--- src/rtl/adpll_ctrl_param.sv ---
// adpll_ctrl_param: ADPLL loop controller between PFD and DCO.
// One PFD decision is taken per reference edge. A binary search acquires
// frequency first, then linear tracking follows the phase, with lock/unlock
// detection and automatic re-acquisition when the code hits either rail.
//
// Decision strobe semantics: there is no valid/ready pair. Every rising clk
// edge with start=1 consumes exactly one decision. p_up&~p_down is UP,
// p_down&~p_up is DN, and both-or-neither is HOLD, which changes nothing.
// All outputs are registered and reflect that decision one edge later.
// The FSM is exposed on the 'state' output.
module adpll_ctrl_param #(
  parameter int CODE_W     = 7,
  parameter int TRACK_STEP = 1,
  parameter int LOCK_CNT   = 8,
  parameter int UNLOCK_RUN = 4
) (
  input  logic              clk,
  input  logic              reset,
  input  logic              start,
  input  logic              p_up,
  input  logic              p_down,
  output logic [CODE_W-1:0] dco_code,
  output logic              freq_lock,
  output logic              phase_lock,
  output logic              polarity,
  output logic [1:0]        state
);

  localparam int REV_W = $clog2(LOCK_CNT + 1);
  localparam int RUN_W = $clog2(UNLOCK_RUN + 1);

  localparam logic [CODE_W-1:0] CODE_MID = CODE_W'(1) << (CODE_W - 1);
  localparam logic [CODE_W-1:0] CODE_MAX = {CODE_W{1'b1}};
  localparam logic [CODE_W-2:0] STEP_INIT = (CODE_W - 1)'(1) << (CODE_W - 2);
  localparam logic [CODE_W-1:0] TSTEP = CODE_W'(TRACK_STEP);

  typedef enum logic [1:0] {
    S_IDLE   = 2'd0,
    S_SEARCH = 2'd1,
    S_TRACK  = 2'd2,
    S_LOCKED = 2'd3
  } state_t;

  state_t            state_q, state_d;
  logic [CODE_W-1:0] code_q, code_d;
  logic [CODE_W-2:0] step_q, step_d;
  logic              flock_q, flock_d;
  logic              plock_q, plock_d;
  logic              pol_q, pol_d;
  logic [REV_W-1:0]  rev_q, rev_d;
  logic [RUN_W-1:0]  run_q, run_d;

  logic              dec_up, dec_dn, dec_any;
  logic              at_rail, reversal;
  logic [CODE_W:0]   sum_up;
  logic [CODE_W-1:0] code_inc, code_dec;
  logic [REV_W-1:0]  rev_inc;
  logic [RUN_W-1:0]  run_inc;

  // Decode the PFD decision and precompute saturating tracking moves.
  always_comb begin
    dec_up   = p_up & ~p_down;
    dec_dn   = p_down & ~p_up;
    dec_any  = dec_up | dec_dn;
    at_rail  = (dec_up && (code_q == CODE_MAX)) || (dec_dn && (code_q == '0));
    reversal = (dec_up != pol_q);
    sum_up   = {1'b0, code_q} + {1'b0, TSTEP};
    code_inc = (sum_up > {1'b0, CODE_MAX}) ? CODE_MAX : sum_up[CODE_W-1:0];
    code_dec = (code_q < TSTEP) ? '0 : (code_q - TSTEP);
    rev_inc  = rev_q + REV_W'(1);
    run_inc  = run_q + RUN_W'(1);
  end

  // Next-state and datapath update; start=0 overrides any decision.
  always_comb begin
    state_d = state_q;
    code_d  = code_q;
    step_d  = step_q;
    flock_d = flock_q;
    plock_d = plock_q;
    pol_d   = pol_q;
    rev_d   = rev_q;
    run_d   = run_q;
    if (!start) begin
      state_d = S_IDLE;
      flock_d = 1'b0;
      plock_d = 1'b0;
    end else begin
      case (state_q)
        S_IDLE: begin
          state_d = S_SEARCH;
          code_d  = CODE_MID;
          step_d  = STEP_INIT;
          rev_d   = '0;
          run_d   = '0;
        end
        S_SEARCH: begin
          if (dec_any) begin
            code_d = dec_up ? (code_q + {1'b0, step_q}) : (code_q - {1'b0, step_q});
            pol_d  = dec_up;
            step_d = step_q >> 1;
            // The unit-step decision is the last one of the binary search.
            if (step_q == (CODE_W - 1)'(1)) begin
              state_d = S_TRACK;
              flock_d = 1'b1;
              rev_d   = '0;
            end
          end
        end
        S_TRACK, S_LOCKED: begin
          if (dec_any) begin
            if (at_rail) begin
              // Pushed against a rail: frequency is lost, re-acquire from MID.
              state_d = S_SEARCH;
              code_d  = CODE_MID;
              step_d  = STEP_INIT;
              flock_d = 1'b0;
              plock_d = 1'b0;
              rev_d   = '0;
              run_d   = '0;
            end else begin
              code_d = dec_up ? code_inc : code_dec;
              pol_d  = dec_up;
              if (state_q == S_TRACK) begin
                if (reversal) begin
                  if (rev_inc == REV_W'(LOCK_CNT)) begin
                    state_d = S_LOCKED;
                    plock_d = 1'b1;
                    run_d   = '0;
                    rev_d   = '0;
                  end else begin
                    rev_d = rev_inc;
                  end
                end else begin
                  rev_d = '0;
                end
              end else begin
                if (!reversal) begin
                  if (run_inc == RUN_W'(UNLOCK_RUN)) begin
                    state_d = S_TRACK;
                    plock_d = 1'b0;
                    rev_d   = '0;
                    run_d   = '0;
                  end else begin
                    run_d = run_inc;
                  end
                end else begin
                  run_d = '0;
                end
              end
            end
          end
        end
        default: state_d = S_IDLE;
      endcase
    end
  end

  // State and datapath registers with asynchronous reset.
  always_ff @(posedge clk or posedge reset) begin
    if (reset) begin
      state_q <= S_IDLE;
      code_q  <= CODE_MID;
      step_q  <= STEP_INIT;
      flock_q <= 1'b0;
      plock_q <= 1'b0;
      pol_q   <= 1'b0;
      rev_q   <= '0;
      run_q   <= '0;
    end else begin
      state_q <= state_d;
      code_q  <= code_d;
      step_q  <= step_d;
      flock_q <= flock_d;
      plock_q <= plock_d;
      pol_q   <= pol_d;
      rev_q   <= rev_d;
      run_q   <= run_d;
    end
  end

  assign dco_code   = code_q;
  assign freq_lock  = flock_q;
  assign phase_lock = plock_q;
  assign polarity   = pol_q;
  assign state      = state_q;

endmodule
--- config.mk ---
export PLATFORM = sky130hd
export DESIGN_NAME = adpll_ctrl_param
export DESIGN_NICKNAME = d
export VERILOG_FILES = /design/src/rtl/adpll_ctrl_param.sv
export SDC_FILE = /design/constraint.sdc
export NUM_CORES = 1
export LEC_CHECK = 0
export BUFFER_PORTS_ARGS = -buffer_cell sky130_fd_sc_hd__buf_2
export CORE_MARGIN = 2
export CORE_UTILIZATION = 60
export CTS_BUF_LIST = sky130_fd_sc_hd__clkbuf_4 sky130_fd_sc_hd__clkbuf_8
export CTS_CLUSTER_DIAMETER = 30
export CTS_CLUSTER_SIZE = 12
export DETAILED_ROUTE_END_ITERATION = 10
export PLACE_DENSITY = 0.9
export REMOVE_ABC_BUFFERS = 1
export SLEW_MARGIN = 30
export SYNTH_ARGS = -nofsm -noshare
export SYNTH_HDL_FRONTEND = slang
export SYNTH_SLANG_ARGS = --single-unit
--- constraint.sdc ---
create_clock -name clk -period 3 [get_ports clk]
set_clock_uncertainty 0.1 [all_clocks]
set_input_delay 0.15 -clock clk [delete_from_list [all_inputs] [get_ports clk]]
set_output_delay 0.15 -clock clk [all_outputs]
set_load 0.03 [all_outputs]
==> metrics.md, run 1 <==
| Metric | Value |
|---|---|
| Status | `finished, final reports clean` |
| Clock Power Share | `15.9%` |
| RSZ-0062 raised after global routing | `false` |
| Setup-failing EPs final | `0` |
| Most frequent cells in the layout | `o21ai_0, dfrtp_1, nand3_1` |
| Startpoint Class | `flop` |
| Top cell type's share of synthesized area | `28.1%` |
| Area leader, netlist | `dfrtp_1` |
| WHS | `0.282 ns` |
| Placer Congestion | `0.981` |
| H-tree depth | `1` |
| Max Slew Vio Count | `0` |
| Main area contributors after synthesis | `dfrtp_1, ha_1, o21ai_0` |
| Final setup TNS | `0 ns` |
| Gr usage total | `25.6%` |
| Sw frac | `42.3%` |
| CP bufs+invs | `1` |
| Final Hold Viols | `0` |
| Diode count | `0` |
| Routed len/inst | `15.4 um` |
| Critical Path End Type | `flop` |
| Register bit total from synthesis | `25` |
| Global-route wire length before repair | `8.06 mm` |
| Post-synth top flop | `dfrtp_1` |
| Initial core utilization | `61.9%` |
| Ratio of final minimum period to clock period | `86.7%` |
| Highest clock rate | `384 MHz` |
| Leak pwr | `0.990 nW` |
| Sequential area share after synthesis | `30.6%` |
| Crit path DAT | `2.78 ns` |
| Die Footprint | `3900 sq um` |
| Vias in the first global route | `1,731` |
| Inserted Clock Buffers | `3` |
| Critical-path top delay cell | `dfrtp_1` |
| Drt initial violations | `323` |
| Root Driver | `clkbuf_4` |
| Req. time, crit path | `3.18 ns` |
| Reg clk slew, reported paths | `0.15 ns` |
| Logic pwr share | `41.8%` |
| DR pass1 iterations | `5` |
| Top delay family on crit path | `simple AND/OR/NAND/NOR gates` |
| Worst-Skew Late Latency | `0.33 ns` |
| TritonCTS clock tree | `done` |
| Post-synth EDFFs | `0` |
| Number of sinks on the clock net | `25` |
| DIE HEIGHT | `62.4 um` |
| Remaining DRCs | `0` |
| Synth cell types | `53` |
| Vias | `1,973` |
| Synth-to-Final Area Change | `8.42%` |
| Psw | `0.456 mW` |
| Post-route ant nets | `0` |
| Hold crit path type | `input port to asynchronous set/reset pin` |
| Io pins | `17` |
| Max Root-Sink Buffers | `2` |
| Synth warnings | `0` |
| Synthesized area | `2050 sq um` |
| Async S/R FF share, synth | `100%` |
| Drt via density | `6.39` |
| Reg power frac | `42.3%` |
| Critical Path Fanout Max | `11` |
| Worst slack at placement | `0.452 ns` |
| FF/Latch Area | `628 sq um` |
| Row count | `21` |
| Worst slew margin | `56.3%` |
| Post-DP HPWL | `3.52 mm` |
| Number of I/O port buffers | `16` |
| Multi-input logic area | `1320 sq um` |
| Tmin final | `2.60 ns` |
| Total internal power | `0.623 mW` |
| PostCTS Resize Cnt | `0` |
| Commonest non-fill, non-tap cell in the layout | `o21ai_0` |
| Setup bufs post-CTS | `0` |
| Power per cell area | `486 nW/um^2` |
| Gr ovfl total | `0` |
| Die width | `62.4 um` |
| Mean Syn Cell Area | `8.30 sq um` |
| Max stage delay on crit path | `0.54 ns` |
| # fillers | `297` |
| Worst Tran Pin Value | `0.656 ns` |
| Peak supply drop | `0.334 mV` |
| Max-cap viol count | `0` |
| Routed wire length | `4.77 mm` |
| Crit Path Category | `flop to flop` |
| Largest net degree at the start of global routing | `26` |
| Final Worst Setup Slack | `0.398 ns` |
| Synth Instances | `247` |
| Initial antenna violation count | `0` |
| Nets | `286` |
| Share of layout cells above drive strength 1 | `12.9%` |
| Power, Total | `1.08 mW` |
| Core area | `3310 sq um` |
| CP cell instances | `inv_1 -> ha_1 -> and4bb_2 -> a2111oi_0 -> a21boi_2 -> nand2_1 -> or4_1 -> nand3_1` |
-- layout make-up --
type	instances	share of cell area, %
Clock buffer	4	1.35
Sequential cell	25	28.3
Multi-Input combinational cell	196	59.4
Timing Repair Buffer	21	5.52
Inverter	17	2.87
Tap cell	46	2.59
-- layer usage --
layer  vias to the layer above  GRT usage (%)  routed length, um
met5                         -              0                  0
met4                         0           9.72                 75
met3                         8           3.78                361
met2                        93           38.8               2130
met1                       916           37.0               2200
li1                        956              -                  -
-- power by group through the flow --
stage | combinational (mW) | sequential [mW] | clock (mW)
finish | 0.451 | 0.457 | 0.172
global route | 0.498 | 0.465 | 0.189
CTS | 0.447 | 0.453 | 0.175
detailed placement | 0.442 | 0.461 | 0
global placement | 0.438 | 0.458 | 0
floorplan | 0.298 | 0.489 | 0
-- worst reg2reg max path, delay by kind of cell (launching register included) --
family | cells | cell delay (ns)
AOI/OAI and AO/OA | 2 | 0.71
adders and majority gates | 1 | 0.25
buffers and inverters | 1 | 0.08
DFF | 1 | 0.54
and+or+nand+nor | 4 | 0.88
-- worst paths after layout --
path / from / end / slack [ns] / cells past startpoint
setup / recovery: dco_code[0]$_DFFE_PP0P_ / rev_q[3]$_DFFE_PP0P_ / 0.40 / 8
hold / removal: reset / state[1]$_DFFE_PP0P_ / 0.28 / 3
setup reg to reg: dco_code[0]$_DFFE_PP0P_ / rev_q[3]$_DFFE_PP0P_ / 0.40 / 8
hold reg to reg: step_q[5]$_DFFE_PP1P_ / step_q[5]$_DFFE_PP1P_ / 0.44 / 2
max in group asynchronous: reset / step_q[5]$_DFFE_PP1P_ / 2.14 / 3
min in group clk: p_down / state[1]$_DFFE_PP0P_ / 0.36 / 5
-- metrics by stage --
step,cell area [sq um],util [%],std cells
after floorplan,2010,-,238
after global placement,2170,65.6,303
after detailed placement,2170,65.6,303
after CTS,2220,67.1,309
after global routing,2220,67.1,309
final,2220,67.1,309
-- synth_stat cells, drive strengths merged, types with 3 or more instances --
cell type	count
nor2	13
nor4	4
clkbuf	6
nand2b	4
nand2	16
a211oi	6
nor3	5
a31oi	3
a221o	5
o21ai	29
a21oi	16
ha	16
xnor2	8
o22ai	3
xor2	3
buf	3
and3	3
dfrtp	23
inv	17
nand3	20
nor2b	5
-- timing repair --
action / 4_1_cts / 5_1_grt
setup endpoints to repair: 0 / 0
endpoints found under the hold margin: 26 / 0
hold buffers: 2 / 0
-- registers in the layout (all words and copies together), names as in the netlist --
signal and flops:
dco_code 7, step_q 6, rev_q 4, run_q 3
state 2, freq_lock 1, phase_lock 1, polarity 1
-- cell families after synthesis --
| family | after synthesis | synth area share (%) |
|---|---|---|
| mux | 2 | 1.10 |
| simple gates | 85 | 22.2 |
| flops | 25 | 30.6 |
| fa+ha+maj | 17 | 10.7 |
| xor+xnor | 11 | 4.70 |
| buf+inv | 26 | 4.94 |
| compound gates | 81 | 25.6 |
Power figures use the tool's default switching activity.
==> run 2: changes to the inputs <==
==> constraint.sdc (replaced) <==
create_clock -name clk -period 3.2 [get_ports clk]
set_clock_uncertainty 0.1 [all_clocks]
set_input_delay 0.16 -clock clk [delete_from_list [all_inputs] [get_ports clk]]
set_output_delay 0.16 -clock clk [all_outputs]
set_load 0.03 [all_outputs]
==> metrics.md, run 2 (synthesized netlist as in run 1, its figures left out) <==
| Metric | Value |
|---|---|
| Routed len/inst | `16.0 um` |
| Tmin final | `2.68 ns` |
| Status | `finished, final reports clean` |
| Crit path DAT | `2.86 ns` |
| Placed insts | `301` |
| Reg clk slew, reported paths | `0.14 ns` |
| Hold buffers post-CTS | `2` |
| Synth-to-Final Area Change | `7.57%` |
| PostCTS Resize Cnt | `0` |
| Critical Path Fanout Max | `11` |
| Largest net degree at the start of global routing | `26` |
| Peak supply drop | `0.290 mV` |
| Total internal power | `0.572 mW` |
| Nets | `284` |
| Startpoint Class | `flop` |
| Initial antenna violation count | `0` |
| Hold crit path type | `input port to asynchronous set/reset pin` |
| Io pins | `17` |
| TritonCTS clock tree | `done` |
| Worst Tran Pin Value | `0.686 ns` |
| # fillers | `290` |
| Final Hold Viols | `0` |
| Diode count | `0` |
| Row count | `21` |
| Global-route wire length before repair | `8.38 mm` |
| Critical Path End Type | `flop` |
| DIE HEIGHT | `62.4 um` |
| Dpl cell area | `2160 sq um` |
| Leak pwr | `0.979 nW` |
| Max stage delay on crit path | `0.55 ns` |
| Setup bufs post-CTS | `0` |
| WHS | `0.298 ns` |
| Vias in the first global route | `1,826` |
| Initial core utilization | `61.9%` |
| Top delay family on crit path | `simple AND/OR/NAND/NOR gates` |
| Commonest non-fill, non-tap cell in the layout | `o21ai_0` |
| Psw | `0.438 mW` |
| Critical-path top delay cell | `dfrtp_1` |
| Inserted Clock Buffers | `3` |
| Sw frac | `43.4%` |
| Root Driver | `clkbuf_4` |
| Final instance area | `2200 sq um` |
| Max Slew Vio Count | `0` |
| Worst-Skew Late Latency | `0.34 ns` |
| Gr usage total | `27.1%` |
| Highest clock rate | `374 MHz` |
| CP bufs+invs | `1` |
| Die Footprint | `3900 sq um` |
| Post-DP HPWL | `3.71 mm` |
| Largest register FFs | `7` |
| Post-route ant nets | `0` |
| Core area | `3310 sq um` |
| Ratio of final minimum period to clock period | `83.6%` |
| Power per cell area | `458 nW/um^2` |
| Number of I/O port buffers | `16` |
| Reg power frac | `42.6%` |
| DR pass1 iterations | `4` |
| Req. time, crit path | `3.39 ns` |
| Drt via density | `6.35` |
| Max-cap viol count | `0` |
| CP cell instances | `inv_1 -> ha_1 -> and4bb_2 -> a2111oi_0 -> a21boi_2 -> nand2_1 -> or4_1 -> nand3_1` |
| RSZ-0062 raised after global routing | `false` |
| Vias | `1,948` |
| Gr ovfl total | `0` |
| Worst slew margin | `54.3%` |
| Logic pwr share | `42.4%` |
| Crit Path Category | `flop to flop` |
| Final setup TNS | `0 ns` |
| Number of sinks on the clock net | `25` |
| Share of layout cells above drive strength 1 | `12.3%` |
| Drt initial violations | `278` |
| Remaining DRCs | `0` |
| Die width | `62.4 um` |
| Clock Power Share | `15.0%` |
| Routed wire length | `4.92 mm` |
| Max Root-Sink Buffers | `2` |
| Fin cells | `307` |
| H-tree depth | `1` |
| Setup-failing EPs final | `0` |
| Most frequent cells in the layout | `o21ai_0, dfrtp_1, nand3_1` |
| Placer Congestion | `0.931` |
| Power, Total | `1.01 mW` |
run 2: cell types whose count changed in the layout (fill, tap and decap cells not counted), sizes merged:
cell    change
buf         -2
clkbuf      -1
clkinv      +1
run 2: cell type report:
cell class / instances / area (sq um) / area share [%]
Tap cell: 46 / 57.6 / 2.61
Clock inverter: 1 / 5.00 / 0.227
Sequential cell: 25 / 628 / 28.5
Inverter: 17 / 63.8 / 2.89
Clock buffer: 3 / 22.5 / 1.02
Timing Repair Buffer: 19 / 108 / 4.88
Multi-Input combinational cell: 196 / 1320 / 59.9
run 2: worst register-to-register path: stages, from the launching register on:
cell and delay, ns:
dfrtp_1 0.55, inv_1 0.08, ha_1 0.24, and4bb_2 0.25, a2111oi_0 0.44, a21boi_2 0.34
nand2_1 0.07, or4_1 0.46, nand3_1 0.08
run 2: final timing paths:
path                                                 to  depth (start not counted)  slack (ns)                     from
worst max-delay path               rev_q[3]$_DFFE_PP0P_                          8        0.52  dco_code[0]$_DFFE_PP0P_
worst min-delay path              step_q[3]$_DFFE_PP0P_                          3        0.30                    reset
worst max register to register     rev_q[3]$_DFFE_PP0P_                          8        0.52  dco_code[0]$_DFFE_PP0P_
worst min register to register    step_q[5]$_DFFE_PP1P_                          2        0.43    step_q[5]$_DFFE_PP1P_
max in group asynchronous       dco_code[6]$_DFFE_PP1P_                          3        2.32                    reset
min in group clk                   polarity$_DFFE_PP0P_                          3        0.33                     p_up
run 2: metal layers:
metal | wire length (um) | up-vias | global-route usage, %
met4 | 115 | 0 | 12.2
met3 | 337 | 11 | 5.05
met1 | 2180 | 909 | 36.1
met5 | 0 | - | 0
li1 | - | 951 | -
met2 | 2290 | 77 | 43.0
run 2: power groups by stage:
stage	logic, mW	clock network (mW)	registers [mW]
after floorplan	0.279	0	0.458
after global placement	0.405	0	0.429
after detailed placement	0.417	0	0.433
after CTS	0.421	0.154	0.427
after global routing	0.467	0.168	0.439
final	0.428	0.152	0.430
run 2: through the flow:
| stage | util [%] | setup WS (ns) |
|---|---|---|
| 3_5_place_dp | 65.2 | 0.571 |
| 4_1_cts | 66.6 | 0.550 |
| 2_1_floorplan | - | 0.664 |
| 3_3_place_gp | 65.2 | 0.660 |
| 6_report | 66.6 | 0.524 |
| 5_1_grt | 66.6 | 0.379 |
